`src/rtl/count_share_pkg.sv`:
```
// Shared types and constants for the event-counter sharing controller.
package count_share_pkg;
    typedef enum logic [1:0] {IDLE, CLEAR, RUN, REPORT} state_t;
    localparam int          ID_W        = 3;
    localparam logic [15:0] TIMEOUT_DEF = 16'hFFF0;
endpackage

```
`src/rtl/count_share_ctrl_rr_pick.sv`:
```
// Combinational round-robin selector: lowest set req at or above ptr, with wrap.
module count_share_ctrl_rr_pick
    import count_share_pkg::*;
#(
    parameter int N_REQ = 4
) (
    input  logic [N_REQ-1:0] req,
    input  logic [ID_W-1:0]  ptr,
    output logic [N_REQ-1:0] onehot,
    output logic [ID_W-1:0]  idx,
    output logic             any
);
    logic [2*N_REQ-1:0] dbl;
    logic [N_REQ-1:0]   rot;

    // Rotate so bit 0 of rot is the requester at ptr.
    assign dbl = {req, req} >> ptr;
    assign rot = dbl[N_REQ-1:0];

    always_comb begin
        int s;
        s   = 0;
        any = 1'b0;
        idx = '0;
        for (int i = N_REQ - 1; i >= 0; i--) begin
            if (rot[i]) begin
                s = int'(ptr) + i;
                if (s >= N_REQ) s = s - N_REQ;
                any = 1'b1;
                idx = ID_W'(s);
            end
        end
    end

    assign onehot = any ? (N_REQ'(1) << idx) : '0;
endmodule

```
`src/rtl/count_share_ctrl.sv`:
```
// Time-shares one enable-gated event counter among N_REQ requesters, round-robin.
module count_share_ctrl
    import count_share_pkg::*;
#(
    parameter int               N_REQ   = 4,
    parameter int               CNT_W   = 16,
    parameter logic [CNT_W-1:0] TIMEOUT = CNT_W'(TIMEOUT_DEF)
) (
    input  logic             clk,
    input  logic             rst,
    input  logic [N_REQ-1:0] req,
    input  logic [N_REQ-1:0] stop,
    output logic [N_REQ-1:0] grant,
    output logic             cnt_rst,
    output logic             cnt_en,
    input  logic [CNT_W-1:0] cnt_value,
    output logic             res_valid,
    input  logic             res_ready,
    output logic [ID_W-1:0]  res_id,
    output logic [CNT_W-1:0] res_count,
    output logic             res_timeout
);
    state_t           state;
    logic [ID_W-1:0]  ptr, own, nxt_ptr;
    logic [N_REQ-1:0] pick_oh;
    logic [ID_W-1:0]  pick_idx;
    logic             pick_any;
    logic             own_stop, own_req;

    count_share_ctrl_rr_pick #(.N_REQ(N_REQ)) u_pick (
        .req    (req),
        .ptr    (ptr),
        .onehot (pick_oh),
        .idx    (pick_idx),
        .any    (pick_any)
    );

    // grant is one-hot on the owner, so masking with it selects the owner's bit.
    assign own_stop = |(stop & grant);
    assign own_req  = |(req & grant);
    assign nxt_ptr  = (own == ID_W'(N_REQ - 1)) ? '0 : own + ID_W'(1);

    always_ff @(posedge clk) begin
        if (rst) begin
            state       <= IDLE;
            ptr         <= '0;
            own         <= '0;
            grant       <= '0;
            cnt_rst     <= 1'b0;
            cnt_en      <= 1'b0;
            res_valid   <= 1'b0;
            res_id      <= '0;
            res_count   <= '0;
            res_timeout <= 1'b0;
        end else begin
            case (state)
                IDLE: if (pick_any) begin
                    grant   <= pick_oh;
                    own     <= pick_idx;
                    cnt_rst <= 1'b1;
                    state   <= CLEAR;
                end
                CLEAR: begin
                    cnt_rst <= 1'b0;
                    cnt_en  <= 1'b1;
                    state   <= RUN;
                end
                RUN: begin
                    if (own_stop || cnt_value == TIMEOUT) begin
                        res_count   <= own_stop ? cnt_value : TIMEOUT;
                        res_timeout <= !own_stop;
                        res_valid   <= 1'b1;
                        res_id      <= own;
                        cnt_en      <= 1'b0;
                        state       <= REPORT;
                    end else if (!own_req) begin
                        grant  <= '0;
                        cnt_en <= 1'b0;
                        ptr    <= nxt_ptr;
                        state  <= IDLE;
                    end
                end
                REPORT: if (res_ready) begin
                    res_valid <= 1'b0;
                    grant     <= '0;
                    ptr       <= nxt_ptr;
                    state     <= IDLE;
                end
                default: state <= IDLE;
            endcase
        end
    end
endmodule

```
`config.mk`:
```
export PLATFORM = sky130hd
export DESIGN_NAME = count_share_ctrl
export DESIGN_NICKNAME = d
export VERILOG_FILES = /design/src/rtl/count_share_pkg.sv /design/src/rtl/count_share_ctrl_rr_pick.sv /design/src/rtl/count_share_ctrl.sv
export SDC_FILE = /design/constraint.sdc
export NUM_CORES = 1
export LEC_CHECK = 0
export ABC_AREA = 1
export BUFFER_PORTS_ARGS = -buffer_cell sky130_fd_sc_hd__buf_4
export CELL_PAD_IN_SITES_DETAIL_PLACEMENT = 2
export CELL_PAD_IN_SITES_GLOBAL_PLACEMENT = 2
export CORE_MARGIN = 8
export CORE_UTILIZATION = 29
export DETAILED_ROUTE_END_ITERATION = 10
export GPL_ROUTABILITY_DRIVEN = 0
export GPL_TIMING_DRIVEN = 0
export PLACE_DENSITY = 0.82
export SETUP_SLACK_MARGIN = 0.3
export SLEW_MARGIN = 0
export SYNTH_ARGS = -nofsm -noshare
export SYNTH_HDL_FRONTEND = slang
export SYNTH_SLANG_ARGS = --single-unit
```
`constraint.sdc`:
```
create_clock -name clk -period 3 [get_ports clk]
set_clock_uncertainty 0.1 [all_clocks]
set_input_delay 0 -clock clk [delete_from_list [all_inputs] [get_ports clk]]
set_output_delay 0 -clock clk [all_outputs]
set_load 0.01 [all_outputs]
```
# Word-level counts from Yosys, hierarchy flattened
# Index checks and enable logic that the tools add are counted.
[word_totals] register_bits=35 latchBits=0 ramBits=0 romBits=0 in_bits=27 out_inout_bits=27 elab_cells=90 n_memories=0
[classes] n_addsub=8 n_mul=0 n_div=0 n_lt_le_gt_ge=4 eq_ne=11 shifts=2 n_mux=36 n_bitwise=2 n_reduce_logical=17
[ops] op="two-way mux 3 bit" count=12
[ops] op="== test 16 bit, second input constant" count=1
[ops] op="two-way mux 16 bit" count=1
[ops] op="two-way mux 4 bit" count=4
[ops] op="greater-or-equal comparator 4 x 3 -> 1 bit, second input constant" count=3
[ops] op="case mux 4 bit (3 select lines)" count=1
[ops] op="subtractor 3 bit, second input constant" count=4
[ops] op="!= test 2 bit, second input constant" count=5
[ops] op="two-way mux 1 bit" count=9
[ops] op="adder 3 x 2 -> 4 bit, second input constant" count=2
[ops] op="AND 4 bit" count=2
[ops] op="two-way mux 2 bit" count=4
[ops] op="case mux 2 bit (4 select lines)" count=1
[ops] op="AND reduction 2 bit" count=4
[ops] op="OR reduction 4 bit" count=2
[ops] op="right shift 8 x 3 -> 4 bit" count=1
[ops] op="case mux 1 bit (2 select lines)" count=3
[ops] op="case mux 3 bit (2 select lines)" count=1
[ops] op="AND reduction 3 bit" count=2
[ops] op="nonzero test 2 bit" count=3
[ops] op="AND reduction 5 bit" count=1
[ops] op="adder 3 x 1 -> 4 bit, second input constant" count=1
[ops] op="== test 2 bit, second input constant" count=2
[ops] op="AND reduction 4 bit" count=1
[ops] op="10 further kinds" count=10

# Logic depth before layout (Yosys ltp)
# Gate-level depths: netlist (run 1).
[logic_depth] depth_word=10 depth_mapped=14 depth_no_buf=13

# Modules after synthesis
# Synthesis (run 1) repeated with hierarchy kept, for this count alone.
[hier_totals] hier_cells=290 hier_area_um2=1978.1
[by_module_without_submodules] module="count_share_ctrl" instances=1 cells_per_inst=231 area_each_um2=1650.3 seq_area_each_um2=700.7
[by_module_without_submodules] module="count_share_ctrl_rr_pick" instances=1 cells_per_inst=59 area_each_um2=327.8 seq_area_each_um2=0.0

# Least setup slack after synthesis (run 1)
# Ideal clock, no wire load.
[synth_path] path_type="register to register" from="register grant[2]" to="register res_timeout" setup_ns=0.124 arrival_ns=1.357 required_time_ns=2.776 path_slack_ns=1.420 path_stages_with_launch=9 path_buffers=1 synth_period_minus_slack_ns=1.580 cell_sequence="dfxtp_1 -> a22o_1 -> nor2_4 -> nand2_2 -> nand2_2 -> inv_2 -> buf_2 -> o21ai_0 -> nor2_1"
[synth_between] elab_chain_cells=4 elab_cells_between_ends=5 cone_classes="bitwise: 1; reduce/logical: 4"
[synth_lines] item="start, declared" line="count_share_ctrl.sv:13" rtl="output logic [N_REQ-1:0] grant,"
[synth_lines] item="start signal, assigned" line="count_share_ctrl.sv:58" rtl="grant <= pick_oh;"
[synth_lines] item="AND 4 bit *" line="count_share_ctrl.sv:39" rtl="assign own_stop = |(stop & grant);"
[synth_lines] item="OR reduction 4 bit *" line="count_share_ctrl.sv:39"
[synth_lines] item="logical OR 1 bit" line="count_share_ctrl.sv:69" rtl="if (own_stop || cnt_value == TIMEOUT) begin"
[synth_lines] item="AND reduction 2 bit (no source line)"
[synth_lines] item="end signal, assigned" line="count_share_ctrl.sv:71" rtl="res_timeout <= !own_stop;"
[synth_lines] item="end, declared" line="count_share_ctrl.sv:21" rtl="output logic res_timeout"
# Every way passes the cells marked *; elsewhere a longest branch is shown, timed or not.
# A chain may end at the register's enable or synchronous reset.

# Worst setup path after layout (run 1)
# Ends and elaborated chain as after synthesis.

==> metrics.txt, run 1 <==
final-report setup violation count=0; Via density=about 5.0; antenna diode count=0; Final Slew Violations=0; I/O pin count=54; Max Fclk=between 0.4 and 0.5 GHz; register area share after synthesis=39.6%; PortBufs=52; CTS max path bufs=2; simple-gate share of the synthesized area=~34%; EDFF count, synth=0; Hold WC Path Type=input pin to flip-flop; Synth Register Bits=35; number of remaining DRC errors=0; vias in the first global route=around 2.3k; Power Density=between 800 and 900 mW/mm2; clk slew on worst S/H paths=0.07 ns; final period utilization=67.3%; DR iter-0 viols=between 50 and 60; post-synthesis cell area=0.00177 mm2; post-synthesis adder-cell area fraction=4.24%; ranking of synthesized cells by area=dfxtp_1 (40%), nand2_1 (12%), nor2_1 (6.8%); largest area contributor in the netlist=dfxtp_1; Nets=362; Synth Area in XOR/XNOR=0%; final non-filler cell total=403; Setup crit start kind=flip-flop; Max Cap Viol=0; total track usage=roughly 16%; H-tree Lvls=2; Syn Nets=between 200 and 300; setup TNS=0 ns; routed len/inst=~17 um; Initial DRT Pass Iterations=4; vias post-DR=roughly 2.0k; maximum VDD drop=between 0.0002 and 0.0003 V; WS Path Type=flip-flop to flip-flop; main combinational cell family by area after synthesis=simple AND/OR/NAND/NOR gates; area delta synth->final=40.7%; crit path time final=around 2 ns; die area=~0.0089 mm2; top-count cell post-synth=nand2_1; Pwr Total=2.02 mW; Synth Flop Type=dfxtp_1; post-layout util=a little over two fifths; WL final=around 6900 um; Clock Sinks=35; Leak=1.13 nW; Synth Area in Compound Gates=around 15%; worst slew pin tran=around 0.53 ns; row cnt=28; status=completed; number of post-CTS setup repair buffers=0; initial antenna violation count=0; CP required=just over 3 ns; Synth cell types=28; Placed Cells=~380; Synth top cells by count=nand2_1 (55), dfxtp_1 (35), nor2_1 (32); ratio of cells with drive above 1 in the final layout=23.5%; core area=about 0.006 mm2; crit end category=flip-flop; hold violation count in the final report=0; die span in x=between 90 and 100 um; share of the synthesized area in the top cell type=39.6%; portion of netlist area occupied by mux cells=0%; relative slew slack=64.5%; antenna viol nets, final=0; first-pass GRT wire length=roughly 11000 um; CTS tree=done; Post-DP HPWL=5100 um; fill cell count=716; TritonCTS Buffers=5; die span in y=around 94 um; average size of a mapped cell=about 7 um2; GR Overflow Total=0; pin count of the biggest net entering global routing=11; crit path max fanout=10; clk_lat worst skew=approximately 0.29 ns; ys async rst share=0%; RSZ-0062 raised after global routing=false; Syn Inst Count=approximately 250; Root Driver=clkbuf_8; initial core utilization=about 30%; critical path arrival=2.09 ns; synth warn=0
[critical path, cell delays in order, from the launching register on]
cell and delay, ns:
dfxtp_1 0.34, a22o_1 0.25, nor2_4 0.25, nand2_2 0.11
nand2_2 0.21, inv_2 0.15, buf_2 0.22, o21ai_0 0.21
nor2_1 0.06
[what timing repair did]
item	CTS	global route
resized for setup	0	0
hold endpoints to repair	16	0
hold buffers	16	0
[registers in the layout, summed over array words and instances (netlist names)]
name,count
cnt_rst,1
state,2
cnt_en,1
res_timeout,1
res_valid,1
res_id,3
res_count,16
ptr,3
grant,4
own,3
[stage by stage]
stage	hold slack, ns	instance area [um2]	setup slack (ns)
floorplan	0.0392	1770	1.42
global placement	0.140	2250	1.07
detailed placement	0.148	2250	0.996
CTS	0.0321	2490	0.972
global route	0.0535	2490	0.779
finish	0.0291	2490	0.980
[path summary, 6_finish.rpt]
kind	start	endpoint	slack, ns	cells after the start
hold reg to reg	res_count[0]	res_count[0]	0.38	2
hold / removal	rst	grant[2]	0.03	2
setup reg to reg	grant[2]	res_timeout	0.98	8
setup / recovery	grant[2]	res_timeout	0.98	8
[placed cells by master (no fill, tap or decap)]
master,instances
clkinv_1,1
a21oi_1,21
buf_4,52
nor3_1,17
ha_1,6
clkbuf_8,5
nand2_2,5
buf_1,2
inv_2,2
nor2_1,32
a22oi_1,1
a31oi_1,1
nor2_4,1
dfxtp_1,35
dlygate4sd3_1,16
o21ai_2,1
nand3_1,15
a21boi_2,1
nand3_2,2
inv_6,1
buf_6,1
nand2_1,55
clkbuf_1,3
o21ai_0,22
clkinvlp_4,1
buf_2,1
o21ai_1,1
nor3b_1,1
inv_1,16
a22o_1,2
nand4_1,4
nor2_2,4
[cell families (layout without fill, tap and decap cells)]
family                   Yosys count  count (layout)
AO/OA/AOI/OAI                     50              50
adder cells (fa/ha/maj)            6               6
buffers and inverters             27             101
flip-flops                        35              35
AND/OR/NAND/NOR                  136             136
[final cells by class]
cell class                 count  area (um2)  area share, %
multi-input combinational    192         953           38.3
sequential                    35         701           28.1
timing repair buffer          68         551           22.1
tap                           75        93.8           3.77
inverter                      20        80.1           3.22
clock buffer                   5        68.8           2.76
buffer                         7        35.0           1.41
clock inverter                 1        7.51          0.302
[routing by layer]
metal	share of wire, %	GRT usage, %
met5	0	0
met4	1.3	4.23
met2	53	30.6
met3	5.5	5.68
met1	40	16.1
[report_power, final]
part,internal (mW),switching [mW]
Clock,0.154,0.174
Combinational,0.391,0.665
Sequential,0.560,0.0792
Total,1.11,0.918
Note: power is estimated with default switching activity, not from simulation.
==> run 2, diff against run 1 <==
CORE_UTILIZATION = 27   (was 29)
PLACE_DENSITY = 0.77   (was 0.82)
clock period = 2 ns   (was 3 ns; I/O delays follow)
==> run 2 against run 1 <==
Cell count grew 3.5%. Routed wire length grew 12%. Clock power increased by 54%. First-iteration DRC count rose by 7.3%. Worst hold slack better by 0.016 ns. Combinational power grew 110%. Utilization grew 2.1 points. Sequential share of layout area decreased by 2.7 points. Sequential power grew 56%. Register-to-register slack worse by 0.71 ns. Clock-buffer cell count rose by 2. Sequential cell count stayed put. Largest power group unchanged. Highest routed layer unchanged.
==> metrics.txt, run 2 (synthesis results as in run 1) <==
initial antenna violation count=0; antenna viol nets, final=0; routed len/inst=approximately 18 um; vias post-DR=~2.1k; final-report setup violation count=0; Placed Cells=around 380; status=completed; Max Fclk=around 0.58 GHz; crit path time final=around 1.7 ns; CTS tree=done; max reg flops=16; Most flops, register=res_count; internal power=1.96 mW; Via density=around 5.0; TritonCTS Buffers=5; post-layout util=44.2%; crit path max fanout=8; Leak=1.25 nW; Reg power frac=a little over a quarter; Comb pwr share=59.7%; CP max stage cell=dfxtp_2; clk slew on worst S/H paths=0.07 ns; worst hold start=rst; Nets=~370; commonest non-fill, non-tap cell in the layout=buf_4; pin count of the biggest net entering global routing=11; die span in y=approximately 97 um; PortBufs=52; initial core utilization=27.9%; setup TNS=0 ns; Root Driver=clkbuf_8; worst slew pin tran=~0.62 ns; largest registers=res_count: 16 flops, grant: 4 flops; Hold WC Path Type=input pin to flip-flop; die area=about 0.0094 mm2; first-pass GRT wire length=approximately 12000 um; Pwr Total=between 3 and 4 mW; relative slew slack=about 60%; maximum VDD drop=a little under 0.0006 V; antenna diode count=0; RSZ-0062 raised after global routing=true; r2r startpoint=ptr[0]; H-tree Lvls=2; CTS max path bufs=2; CP cell instances=buf_8 -> o21ai_2 -> nand2_2 -> nand2_2 -> nor2_4 -> nand3_4 -> nand2_4 -> nor2_4 -> nand3_1 -> a21oi_1; sw frac=between 40% and 50%; number of remaining DRC errors=0; CP required=~2.1 ns; start point of the critical path=ptr[0]; CP peak stage delay=roughly 0.32 ns; WS Path Type=flip-flop to flip-flop; Clock Sinks=35; DR iter-0 viols=59; I/O pin count=54; total track usage=between 10% and 20%; Setup crit start kind=flip-flop; GR Overflow Total=0; area delta synth->final=58.6%; final period utilization=between 80 and 90%; row cnt=29; Initial DRT Pass Iterations=4; Critical path buffers and inverters=1; Final Slew Violations=0; clk_lat worst skew=about 0.29 ns; ratio of cells with drive above 1 in the final layout=37.6%; die span in x=97.0 um; most frequent cells in the layout=buf_4 (62), nand2_1 (42), dfxtp_1 (30); hold violation count in the final report=0; P_sw=1.78 mW; Power Density=approximately 1300 mW/mm2; Max Cap Viol=0; crit end category=flip-flop; vias in the first global route=roughly 2.4k; WL final=approximately 7700 um; core area=about 0.0063 mm2; final non-filler cell total=417; critical path arrival=~1.9 ns; clock share of power=between 10 and 15%; Post-DP HPWL=just over 5000 um; CP top delay family=simple AND/OR/NAND/NOR gates
-- run 2: power groups by stage --
stage          logic (mW)  registers, mW  clock network, mW
2_1_floorplan        1.03          0.983                  0
3_3_place_gp         1.52          0.974                  0
3_5_place_dp         1.57          0.980                  0
4_1_cts              1.79          0.982              0.523
5_1_grt              2.44           1.02              0.561
6_report             2.23           1.00              0.508
-- run 2: repair_timing --
item,in CTS,in global routing
cloned,0,0
setup endpoints to repair,32,23
setup buffers,7,3
hold buffers,16,0
endpoints found under the hold margin,16,0
gates resized for setup,25,50
pin swaps,10,16
-- run 2: path summary, 6_finish.rpt --
kind	depth (start not counted)	endpoint	slack, ns
worst max-delay path	10	grant[1]	0.27
worst min-delay path	2	grant[2]	0.04
worst max register to register	10	grant[1]	0.27
worst min register to register	2	res_count[2]	0.37
-- run 2: area by class of cell --
| type | count | area (um2) |
|---|---|---|
| Multi-Input combinational cell | 192 | 1150 |
| Inverter | 20 | 95.1 |
| Sequential cell | 35 | 714 |
| Clock inverter | 1 | 5.00 |
| Fill cell | 709 | 3540 |
| Tap cell | 77 | 96.3 |
| Timing Repair Buffer | 78 | 626 |
| Buffer | 7 | 46.3 |
| Clock buffer | 7 | 76.3 |
-- run 2: through the flow --
stage                     hold WS, ns  instance area (um2)  setup slack, ns
after global placement          0.144                 2260           0.0992
after detailed placement        0.151                 2260           0.0361
after CTS                      0.0235                 2630            0.298
after global routing           0.0633                 2810            0.161
after floorplan                0.0392                 1770            0.420
final                          0.0450                 2810            0.269
-- run 2: layer usage --
| metal | vias to the layer above | global-route usage (%) | share of wire [%] |
|---|---|---|---|
| met4 | 0 | 5.68 | 2.0 |
| met2 | 38 | 29.9 | 54 |
| met3 | 13 | 4.13 | 3.7 |
| met1 | 1024 | 16.3 | 40 |
| met5 | - | 0 | 0 |
| li1 | 1012 | - | - |
